`src/rtl/fdiv_pkg.sv`:
```
// Shared types and constants for the Goldschmidt divider back end
// (normalise / round / result handshake).
package fdiv_pkg;

    typedef enum logic [2:0] {
        IDLE   = 3'd0,
        ARM    = 3'd1,
        WAIT   = 3'd2,
        SETTLE = 3'd3,
        NORM   = 3'd4,
        RND    = 3'd5,
        OUT    = 3'd6
    } fdiv_state_e;

    localparam logic [2:0] RM_RNE = 3'd0;
    localparam logic [2:0] RM_RTZ = 3'd1;
    localparam logic [2:0] RM_RDN = 3'd2;
    localparam logic [2:0] RM_RUP = 3'd3;
    localparam logic [2:0] RM_RMM = 3'd4;

    localparam int FLG_TMO = 3;
    localparam int FLG_OVF = 2;
    localparam int FLG_UNF = 1;
    localparam int FLG_INX = 0;

    localparam int RES_MAXW = 64;

    // Quiet NaN: all-ones exponent plus the fraction MSB, positive sign.
    function automatic logic [RES_MAXW-1:0] qnan_word(input int expw, input int fmsb);
        logic [RES_MAXW-1:0] w;
        for (int i = 0; i < RES_MAXW; i++) begin
            if ((i >= fmsb) && (i <= fmsb + expw)) begin
                w[i] = 1'b1;
            end else begin
                w[i] = 1'b0;
            end
        end
        return w;
    endfunction

endpackage

```
`src/rtl/fdiv_rounder.sv`:
```
// Combinational mantissa rounder: truncated mantissa plus guard/sticky and a
// rounding mode in, rounded mantissa, carry-out and inexact out.
module fdiv_rounder
    import fdiv_pkg::*;
#(
    parameter int MW = 24
) (
    input  logic [MW-1:0] mant,
    input  logic          guard,
    input  logic          sticky,
    input  logic          sign,
    input  logic [2:0]    rm,
    output logic [MW-1:0] mant_rnd,
    output logic          carry,
    output logic          inexact
);

    logic          round_up_s;
    logic          lost_s;
    logic [MW:0]   sum_s;

    // Increment decision for each rounding direction.
    always_comb begin
        round_up_s = 1'b0;
        lost_s     = guard | sticky;
        case (rm)
            RM_RNE:  round_up_s = guard & (sticky | mant[0]);
            RM_RTZ:  round_up_s = 1'b0;
            RM_RDN:  round_up_s = lost_s & sign;
            RM_RUP:  round_up_s = lost_s & ~sign;
            RM_RMM:  round_up_s = guard;
            default: round_up_s = guard & (sticky | mant[0]);
        endcase
    end

    // Apply the increment; the extra bit is the mantissa carry-out.
    always_comb begin
        sum_s    = {1'b0, mant} + {{MW{1'b0}}, round_up_s};
        mant_rnd = sum_s[MW-1:0];
        carry    = sum_s[MW];
        inexact  = lost_s;
    end

endmodule

```
`src/rtl/fdiv_norm_round.sv`:
```
// Divider back end: tracks a launched divide, normalises and rounds the quotient.
// Optional FDIV_ROUND_MODES_EN adds an rm[2:0] port (RNE/RTZ/RDN/RUP/RMM).
module fdiv_norm_round
    import fdiv_pkg::*;
#(
    parameter int WID    = 32,
    parameter int QPOINT = 32,
    parameter int FMSB   = 22,
    parameter int EXPW   = 8,
    parameter int BIAS   = 127,
    parameter int TMO    = 255
) (
    input  logic                   clk,
    input  logic                   rst,
    input  logic                   start,
    input  logic                   sgn,
    input  logic [EXPW-1:0]        ea,
    input  logic [EXPW-1:0]        eb,
    input  logic                   div_done,
    input  logic [2*WID-1:0]       q,
    input  logic [7:0]             lzcnt,
`ifdef FDIV_ROUND_MODES_EN
    input  logic [2:0]             rm,
`endif
    output logic                   o_valid,
    input  logic                   o_ready,
    output logic [EXPW+FMSB+1:0]   o_res,
    output logic [3:0]             o_flags,
    output logic                   busy
);

    localparam int QW = 2 * WID;
    localparam int MW = FMSB + 2;
    localparam int RW = EXPW + FMSB + 2;
    localparam int EW = EXPW + 3;
    localparam int TW = $clog2(TMO + 1);

    localparam logic signed [EW-1:0] BIAS_E = EW'(BIAS);
    localparam logic signed [EW-1:0] OFF_E  = EW'(QW - 1 - QPOINT);
    localparam logic signed [EW-1:0] EMAX_E = EW'((1 << EXPW) - 1);
    localparam logic signed [EW-1:0] ZERO_E = EW'(0);
    localparam logic [TW-1:0]        TMO_LAST = TW'(TMO - 1);
    localparam logic [RW-1:0]        QNAN_RES = RW'(qnan_word(EXPW, FMSB));

    fdiv_state_e             state_r;
    fdiv_state_e             state_nx_s;
    logic [TW-1:0]           timer_r;
    logic                    timer_hit_s;
    logic                    tmo_exit_s;

    logic                    sgn_r;
    logic [EXPW-1:0]         ea_r;
    logic [EXPW-1:0]         eb_r;
    logic [QW-1:0]           q_r;
    logic [7:0]              lz_r;
    logic [QW-1:0]           m_r;
    logic signed [EW-1:0]    e_r;
    logic                    zero_r;

    logic [QW-1:0]           norm_m_s;
    logic signed [EW-1:0]    norm_e_s;
    logic [2:0]              rm_eff_s;
    logic                    ovf_to_max_s;

    logic [MW-1:0]           mant_s;
    logic                    guard_s;
    logic                    sticky_s;
    logic [MW-1:0]           mant_rnd_s;
    logic                    carry_s;
    logic                    inexact_s;
    logic [MW-1:0]           mant_fin_s;
    logic signed [EW-1:0]    e_fin_s;
    logic [RW-1:0]           res_rnd_s;
    logic [3:0]              flags_rnd_s;

    logic                    o_valid_r;
    logic [RW-1:0]           o_res_r;
    logic [3:0]              o_flags_r;
    logic                    busy_r;

`ifdef FDIV_ROUND_MODES_EN
    logic [2:0]              rm_r;

    // Latch the rounding mode with the operands.
    always_ff @(posedge clk or negedge rst) begin
        if (!rst) begin
            rm_r <= RM_RNE;
        end else if ((state_r == IDLE) && start) begin
            rm_r <= rm;
        end else begin
            rm_r <= rm_r;
        end
    end

    // Directed modes that round toward zero saturate to the largest finite value.
    always_comb begin
        rm_eff_s     = rm_r;
        ovf_to_max_s = (rm_r == RM_RTZ) ||
                       ((rm_r == RM_RDN) && !sgn_r) ||
                       ((rm_r == RM_RUP) && sgn_r);
    end
`else
    // Fixed round-to-nearest-even build.
    always_comb begin
        rm_eff_s     = RM_RNE;
        ovf_to_max_s = 1'b0;
    end
`endif

    assign timer_hit_s = (timer_r == TMO_LAST);
    assign tmo_exit_s  = ((state_r == ARM) || (state_r == WAIT)) && (state_nx_s == OUT);

    // Next-state logic; ARM waits for the divider to drop a stale done first.
    always_comb begin
        state_nx_s = state_r;
        case (state_r)
            IDLE: begin
                if (start) begin
                    state_nx_s = ARM;
                end else begin
                    state_nx_s = IDLE;
                end
            end
            ARM: begin
                if (timer_hit_s) begin
                    state_nx_s = OUT;
                end else if (!div_done) begin
                    state_nx_s = WAIT;
                end else begin
                    state_nx_s = ARM;
                end
            end
            WAIT: begin
                if (div_done) begin
                    state_nx_s = SETTLE;
                end else if (timer_hit_s) begin
                    state_nx_s = OUT;
                end else begin
                    state_nx_s = WAIT;
                end
            end
            SETTLE:  state_nx_s = NORM;
            NORM:    state_nx_s = RND;
            RND:     state_nx_s = OUT;
            OUT: begin
                if (o_ready) begin
                    state_nx_s = IDLE;
                end else begin
                    state_nx_s = OUT;
                end
            end
            default: state_nx_s = IDLE;
        endcase
    end

    // State register with registered handshake and busy outputs.
    always_ff @(posedge clk or negedge rst) begin
        if (!rst) begin
            state_r   <= IDLE;
            o_valid_r <= 1'b0;
            busy_r    <= 1'b0;
        end else begin
            state_r   <= state_nx_s;
            o_valid_r <= (state_nx_s == OUT);
            busy_r    <= (state_nx_s != IDLE);
        end
    end

    // Normalise so the leading one lands on the quotient MSB.
    always_comb begin
        norm_m_s = q_r << lz_r;
        norm_e_s = $signed({3'b000, ea_r}) - $signed({3'b000, eb_r}) + BIAS_E + OFF_E
                 - $signed({{(EW-8){1'b0}}, lz_r});
    end

    assign mant_s   = m_r[QW-1 -: MW];
    assign guard_s  = m_r[QW-1-MW];
    assign sticky_s = |m_r[QW-2-MW:0];

    fdiv_rounder #(
        .MW (MW)
    ) u_rounder (
        .mant     (mant_s),
        .guard    (guard_s),
        .sticky   (sticky_s),
        .sign     (sgn_r),
        .rm       (rm_eff_s),
        .mant_rnd (mant_rnd_s),
        .carry    (carry_s),
        .inexact  (inexact_s)
    );

    // Mantissa carry-out renormalises by one place and bumps the exponent.
    always_comb begin
        if (carry_s) begin
            mant_fin_s = {1'b1, mant_rnd_s[MW-1:1]};
        end else begin
            mant_fin_s = mant_rnd_s;
        end
        e_fin_s = e_r + $signed({{(EW-1){1'b0}}, carry_s});
    end

    // Final packing: exact zero, overflow, flush-to-zero or normal result.
    always_comb begin
        res_rnd_s   = {sgn_r, e_fin_s[EXPW-1:0], mant_fin_s[FMSB:0]};
        flags_rnd_s = 4'b0000;
        if (zero_r) begin
            res_rnd_s = {sgn_r, {(RW-1){1'b0}}};
        end else if (e_fin_s >= EMAX_E) begin
            if (ovf_to_max_s) begin
                res_rnd_s = {sgn_r, {(EXPW-1){1'b1}}, 1'b0, {(FMSB+1){1'b1}}};
            end else begin
                res_rnd_s = {sgn_r, {EXPW{1'b1}}, {(FMSB+1){1'b0}}};
            end
            flags_rnd_s[FLG_OVF] = 1'b1;
            flags_rnd_s[FLG_INX] = 1'b1;
        end else if (e_fin_s <= ZERO_E) begin
            res_rnd_s            = {sgn_r, {(RW-1){1'b0}}};
            flags_rnd_s[FLG_UNF] = 1'b1;
            flags_rnd_s[FLG_INX] = 1'b1;
        end else begin
            flags_rnd_s[FLG_INX] = inexact_s;
        end
    end

    // Operand capture, timer and per-stage datapath registers.
    always_ff @(posedge clk or negedge rst) begin
        if (!rst) begin
            timer_r   <= {TW{1'b0}};
            sgn_r     <= 1'b0;
            ea_r      <= {EXPW{1'b0}};
            eb_r      <= {EXPW{1'b0}};
            q_r       <= {QW{1'b0}};
            lz_r      <= 8'd0;
            m_r       <= {QW{1'b0}};
            e_r       <= {EW{1'b0}};
            zero_r    <= 1'b0;
            o_res_r   <= {RW{1'b0}};
            o_flags_r <= 4'b0000;
        end else begin
            case (state_r)
                IDLE: begin
                    timer_r <= {TW{1'b0}};
                    if (start) begin
                        sgn_r <= sgn;
                        ea_r  <= ea;
                        eb_r  <= eb;
                    end
                end
                ARM, WAIT: begin
                    timer_r <= timer_r + 1'b1;
                    if (tmo_exit_s) begin
                        o_res_r   <= QNAN_RES;
                        o_flags_r <= 4'b1000;
                    end
                end
                SETTLE: begin
                    q_r  <= q;
                    lz_r <= lzcnt;
                end
                NORM: begin
                    m_r    <= norm_m_s;
                    e_r    <= norm_e_s;
                    zero_r <= (q_r == {QW{1'b0}});
                end
                RND: begin
                    o_res_r   <= res_rnd_s;
                    o_flags_r <= flags_rnd_s;
                end
                OUT:     timer_r <= timer_r;
                default: timer_r <= {TW{1'b0}};
            endcase
        end
    end

    assign o_valid = o_valid_r;
    assign o_res   = o_res_r;
    assign o_flags = o_flags_r;
    assign busy    = busy_r;

endmodule

```
`config.mk`:
```
export PLATFORM = sky130hd
export DESIGN_NAME = fdiv_norm_round
export DESIGN_NICKNAME = d
export VERILOG_FILES = /design/src/rtl/fdiv_pkg.sv /design/src/rtl/fdiv_rounder.sv /design/src/rtl/fdiv_norm_round.sv
export SDC_FILE = /design/constraint.sdc
export NUM_CORES = 1
export LEC_CHECK = 0
export CORE_UTILIZATION = 59
export CTS_CLUSTER_SIZE = 8
export DETAILED_ROUTE_END_ITERATION = 10
export PLACE_DENSITY = 0.82
export SYNTH_ARGS = -nofsm -noshare
export SYNTH_HDL_FRONTEND = slang
export SYNTH_HIERARCHICAL = 1
export SYNTH_SLANG_ARGS = --single-unit
```
`constraint.sdc`:
```
create_clock -name clk -period 5.8 [get_ports clk]
set_input_delay 1.16 -clock clk [delete_from_list [all_inputs] [get_ports clk]]
set_output_delay 1.16 -clock clk [all_outputs]
set_load 0.01 [all_outputs]
```
==> out/metrics.yaml, run 1 <==
finalHoldViolations: 0
synth-edff-count: 0
hold_buffers: 0
hp-class: "register to register"
crit_chain: "nor4_1, nand4_1, or3_1, nor3_1, o31ai_1, a32o_1, ha_1, ha_1, nand2_1, nor2_2, nand3_1, nor2_2, ha_1, ha_1, nand3_1, nor3_1, xor2_1, nor3_1, nand3_1, o21ai_0"
most-common-layout-cells: "dfrtp_1, nand2_1, clkdlybuf4s50_1, mux2i_1, mux2_2"
crit_buf_inv: 0
numCtsBuffers: 30
grt_pass1_vias: 11577
syn-cell-area_sq_mm: 0.0140
grt_pass1_wl_um: 63700
ir_drop_mv: 0.438
cts-resized-gates: 0
grt_overflow: 0
gr-usage-all-layers_pct: 33.5
area_growth_pct: 15.8
p_total_w: 0.0112
diodes: 0
max-slew-margin-rel_pct: 18.8
p_leak_nw: 6.67
skew_ns: 0.0184
drv_slew: 0
startpoint: "m_r[2]$_DFFE_PN0N_"
critical_path.top_delay_family: "simple AND/OR/NAND/NOR gates"
initial_core_util_pct: 60.0
via_per_inst: 6.66
synthArstFlopShare_pct: 100
place_congestion: 1.02
drtIter0Drc: 1382
htree_num_levels: 1
drc: 0
holdPathEnd: "m_r[25]$_DFFE_PN0N_"
status: "complete, no violations"
syn_inst: 1403
worstSetupEndpointType: "register"
final_common_cell: "dfrtp_1"
path_max_fanout: 22
synthFlopType: "dfrtp_1"
rsz0062_at_grt: "no"
hpwl_um: 29100
post_cts_buffers: 0
vias: 12070
cpPeakStageDelay_ns: 0.65
r2r_setup_slack_ns: 0.64
slowest_stage: "nand3_1"
clockRootBuffer: "clkbuf_16"
finalSetupViolCount: 0
worst_r2r_path_depth: 20
clock.fmax_mhz: 194
fin_util_pct: 69.5
fin_setup_tns_ns: 0
hold_depth: 2
drt_wl_total_um: 40300
ios: 132
cts_tree: "built"
yosysWarnings: 6
core_area_sq_mm: 0.0234
die_y_um: 156
design_area_sq_mm: 0.0163
cpMostUsedCell: "ha_1"
min_from: "m_r[25]$_DFFE_PN0N_"
grt_max_degree: 113
criticalPathCategory: "register to register"
num_rows: 56
routedWlPerCell_um: 22.2
cp.required_ns: 6.25
ys_ff_latch: 214
cts_buffer_depth: 3
r2r-end: "o_res[1]$_DFFE_PN0P_"
final.period_utilization_pct: 89.0
cp.arrival_ns: 5.61
power_density_mw_per_mm2: 691
fin_crit_ns: 5.16
ys_types: 84
cts_sinks: 214
first_pass_iters: 8
die_area_sq_mm: 0.0244
antenna_found_initial: 0
path_clk_slew_ns: 0.05
die_w_um: 156
synth_seq_area_share_pct: 38.1
drive_gt1_share_pct: 13.9
reg2reg_from: "m_r[2]$_DFFE_PN0N_"
tightest_slew_ns: 1.20
avgSynthCellArea_sq_um: 10.0
portBuffers: 131
critPathLaunchType: "register"
n_fill_cell: 1815
maxCapViolations: 0
antenna_left: 0
clock_latency_ns: 0.56
fin_nets: 1618
placed_cell_area_sq_mm: 0.0155
through the flow:
step	hold WS (ns)	setup slack, ns	std cells
detailed placement	0.462	0.695	1778
CTS	0.473	0.678	1813
finish	0.474	0.639	1813
global placement	0.460	0.947	1778
global route	0.496	0.230	1813
floorplan	0.440	1.71	1409
per-layer routing:
| layer | global-route usage [%] | vias to the layer above | wire length (um) | part of all wire [%] |
|---|---|---|---|---|
| li1 | - | 5466 | - | - |
| met1 | 44.8 | 5795 | 16500 | 41 |
| met2 | 53.4 | 675 | 18600 | 46 |
| met3 | 6.37 | 134 | 3500 | 8.7 |
| met4 | 14.4 | 0 | 1690 | 4.2 |
| met5 | 0 | - | 0 | 0 |
how the worst max path moves through the flow:
stage | end | slack [ns] | depth (start not counted)
after floorplan | o_res[25]$_DFFE_PN0P_ | 1.71 | 20
after global placement | o_res[13]$_DFFE_PN0P_ | 0.95 | 20
after detailed placement | o_res[1]$_DFFE_PN0P_ | 0.69 | 20
after CTS | o_res[1]$_DFFE_PN0P_ | 0.68 | 20
after global routing | o_res[1]$_DFFE_PN0P_ | 0.23 | 20
final | o_res[1]$_DFFE_PN0P_ | 0.64 | 20
final cells by class:
type                       instances  area (sq um)  share of cell area, %
clock buffer                      34           766                   4.71
clock inverter                     1          16.3                  0.100
inverter                          36           135                  0.831
multi-input combinational       1058          8130                   49.9
sequential                       214          5360                   33.0
tap                              319           399                   2.45
timing repair buffer             151          1470                   9.01
state kept, by name, summed over array words and instances (netlist names):
signal   count
timer_r      8
state_r      3
m_r         64
e_r         11
sgn_r        1
q_r         64
o_res       32
zero_r       1
lz_r         8
o_valid      1
eb_r         8
o_flags      4
busy         1
ea_r         8
logic make-up (layout without fill, tap and decap cells):
family                   Yosys count  count (layout)  synth area share, %
AND/OR/NAND/NOR                  382             382                 13.3
AO/OA/AOI/OAI                    361             361                 17.6
XOR/XNOR                          40              40                 2.49
buffers and inverters            137             222                 4.27
other                              1               7               0.0267
multiplexers                     232             232                 20.9
adder cells (fa/ha/maj)           36              36                 3.26
flip-flops                       214             214                 38.1
Yosys cell counts (14+ instances only):
| cell type | instances | area share [%] |
|---|---|---|
| o221ai_1 | 15 | 0.94 |
| a21oi_1 | 46 | 1.6 |
| buf_2 | 26 | 0.93 |
| nand2_1 | 150 | 4.0 |
| o21ai_1 | 22 | 0.78 |
| o211ai_1 | 17 | 0.91 |
| nor4_1 | 26 | 1.2 |
| a22oi_1 | 18 | 0.96 |
| nand3_1 | 42 | 1.5 |
| mux4_2 | 40 | 6.4 |
| o21ai_0 | 84 | 3.0 |
| nor2_1 | 56 | 1.5 |
| nor3_1 | 26 | 0.93 |
| mux2i_1 | 101 | 7.2 |
| xnor2_1 | 26 | 1.6 |
| nand4_1 | 17 | 0.76 |
| mux2_2 | 91 | 7.3 |
| clkbuf_1 | 58 | 1.5 |
| o22ai_1 | 26 | 1.2 |
| xor2_1 | 14 | 0.87 |
| ha_1 | 31 | 2.8 |
| inv_1 | 33 | 0.88 |
| a22o_1 | 28 | 1.7 |
| dfrtp_1 | 214 | 38 |
power by group:
group | internal [W] | leakage (nW) | switching, W
logic | 0.00292 | 3.56 | 0.00389
registers | 0.00212 | 2.73 | 0.000804
clock network | 0.000907 | 0.381 | 0.000610
total | 0.00595 | 6.67 | 0.00530
worst reg2reg max path, stage by stage, from the launching register on:
cell and delay (ns):
dfrtp_1 0.37, nor4_1 0.44, nand4_1 0.16, or3_1 0.44
nor3_1 0.21, o31ai_1 0.09, a32o_1 0.22, ha_1 0.21
ha_1 0.22, nand2_1 0.09, nor2_2 0.09, nand3_1 0.15
nor2_2 0.09, ha_1 0.21, ha_1 0.26, nand3_1 0.14
nor3_1 0.07, xor2_1 0.16, nor3_1 0.41, nand3_1 0.65
o21ai_0 0.37
No activity file was read; power rests on OpenSTA's default activity.
==> run 2, diff against run 1 <==
--- a/config.mk
+++ b/config.mk
@@ -5,6 +5,7 @@
 export SDC_FILE = /design/constraint.sdc
 export NUM_CORES = 1
 export LEC_CHECK = 0
+export CORE_MARGIN = 2
 export CORE_UTILIZATION = 59
 export CTS_CLUSTER_SIZE = 8
 export DETAILED_ROUTE_END_ITERATION = 10
==> out/metrics.yaml, run 2 (synthesis results as in run 1) <==
num_rows: 56  # unchanged
grt_pass1_vias: 11504  # -0.63%
design_area_sq_mm: 0.0163  # about the same
clockRootBuffer: "clkbuf_16"
die_y_um: 158  # +1.3%
rsz0062_at_grt: "no"
die_w_um: 158  # +1.3%
hold_buffers: 0  # unchanged
drt_wl_total_um: 40500  # +0.55%
clock_latency_ns: 0.55  # about the same
first_pass_iters: 6  # -2
p_total_w: 0.0112  # about the same
drive_gt1_share_pct: 13.8  # -0.16 points
ir_drop_mv: 0.401  # -8.3%
gr-usage-all-layers_pct: 32.6  # -0.90 points
finalHoldViolations: 0  # unchanged
final_common_cell: "dfrtp_1"
vias: 11962  # -0.89%
n_fill_cell: 1819  # +0.22%
p_leak_nw: 6.66  # -0.15%
path_clk_slew_ns: 0.05  # about the same
area_growth_pct: 15.7  # about the same
die_area_sq_mm: 0.0251  # +2.6%
tightest_slew_ns: 1.30  # +0.0993 ns
grt_pass1_wl_um: 63800  # +0.17%
cts_buffer_depth: 3  # unchanged
cts_tree: "built"
stdcell_count: 1809  # -0.22%
status: "complete, no violations"
worstSetupEndpointType: "register"
path_max_fanout: 22  # unchanged
initial_core_util_pct: 60.0  # unchanged
core_area_sq_mm: 0.0234  # unchanged
fin_nets: 1614  # -0.25%
cp.arrival_ns: 5.67  # +0.06 ns
numCtsBuffers: 30  # unchanged
diodes: 0  # unchanged
skew_ns: 0.0134  # -0.00495 ns
ios: 132  # unchanged
multi_input_comb_area_sq_mm: 0.00813  # unchanged
seqCellArea_sq_mm: 0.00536  # unchanged
clock.fmax_mhz: 191  # -1.5%
drv_slew: 0  # unchanged
drtIter0Drc: 1565  # +13%
antenna_found_initial: 0  # unchanged
drc: 0  # unchanged
place_congestion: 1.02  # +0.11%
antenna_left: 0  # unchanged
post_cts_buffers: 0  # unchanged
hpwl_um: 29400  # +1.1%
grt_overflow: 0  # unchanged
final.period_utilization_pct: 90.3  # +1.3 points
finalSetupViolCount: 0  # unchanged
cts_sinks: 214  # unchanged
max-slew-margin-rel_pct: 12.7  # -6.2 points
routedWlPerCell_um: 22.4  # +0.77%
via_per_inst: 6.61  # -0.68%
cp.required_ns: 6.23  # -0.02 ns
most-common-layout-cells: "dfrtp_1, nand2_1, clkdlybuf4s50_1, mux2i_1, mux2_2"
placed_cell_area_sq_mm: 0.0155  # -0.11%
maxCapViolations: 0  # unchanged
grt_max_degree: 104  # -8.0%
hp-class: "register to register"
fin_setup_tns_ns: 0  # unchanged
fin_crit_ns: 5.24  # +0.0771 ns
criticalPathCategory: "register to register"
critPathLaunchType: "register"
htree_num_levels: 1  # unchanged
portBuffers: 131  # unchanged
cts-resized-gates: 0  # unchanged
power_density_mw_per_mm2: 691  # about the same
dp_cells: 1774  # -0.22%
run 2: cell count changes in the layout (fill, tap and decap cells not counted):
cell,previous run,this run
clkbuf_8,1,2
clkbuf_1,4,3
buf_4,20,15
buf_12,0,1
run 2: final timing paths:
path	depth (start not counted)	endpoint	start	slack, ns
max	20	o_res[12]$_DFFE_PN0P_	m_r[1]$_DFFE_PN0N_	0.56
min	2	m_r[27]$_DFFE_PN0N_	m_r[27]$_DFFE_PN0N_	0.48
min in group asynchronous	1	o_res[8]$_DFFE_PN0P_	rst	0.62
max reg2reg	20	o_res[12]$_DFFE_PN0P_	m_r[1]$_DFFE_PN0N_	0.56
min reg2reg	2	m_r[27]$_DFFE_PN0N_	m_r[27]$_DFFE_PN0N_	0.48
max in group asynchronous	2	m_r[1]$_DFFE_PN0N_	rst	4.18
run 2: stage by stage:
step / utilization, % / hold WS, ns / setup slack (ns)
2_1_floorplan: - / 0.440 / 1.71
3_3_place_gp: 66.1 / 0.461 / 0.905
3_5_place_dp: 66.1 / 0.461 / 0.677
4_1_cts: 69.5 / 0.473 / 0.600
5_1_grt: 69.5 / 0.505 / 0.0570
6_report: 69.5 / 0.480 / 0.562
run 2: power breakdown:
part / switching, W / internal (W) / leakage (nW)
combinational: 0.00379 / 0.00292 / 3.54
clock: 0.000617 / 0.000920 / 0.387
sequential: 0.000877 / 0.00211 / 2.73
total: 0.00528 / 0.00595 / 6.66
run 2: cell type report:
class                   instances  share of cell area, %
multi-input cells            1058                   50.0
flip-flops and latches        214                   33.0
repair buffers                147                   8.90
clock buffers                  34                   4.77
well taps                     319                   2.45
inverters                      36                  0.831
clock inverters                 1                  0.100
run 2: per-layer routing:
metal | vias up | GRT usage, % | part of all wire, %
li1 | 5445 | - | -
met1 | 5844 | 44.2 | 41
met2 | 565 | 52.6 | 47
met3 | 108 | 5.50 | 7.8
met4 | 0 | 13.2 | 3.9
met5 | - | 0 | 0
run 2: worst max-delay path, stage by stage (launching register included):
cell,delay (ns)
dfrtp_1,0.38
nor4_1,0.38
nand4_1,0.19
or3_1,0.47
nor3_1,0.23
o31ai_1,0.09
a32o_1,0.22
ha_1,0.21
ha_1,0.22
nand2_1,0.09
nor2_2,0.09
nand3_1,0.14
nor2_2,0.10
ha_1,0.20
ha_1,0.26
nand3_1,0.13
nor3_1,0.07
xor2_1,0.16
nor3_1,0.44
nand3_1,0.64
o21ai_0,0.42
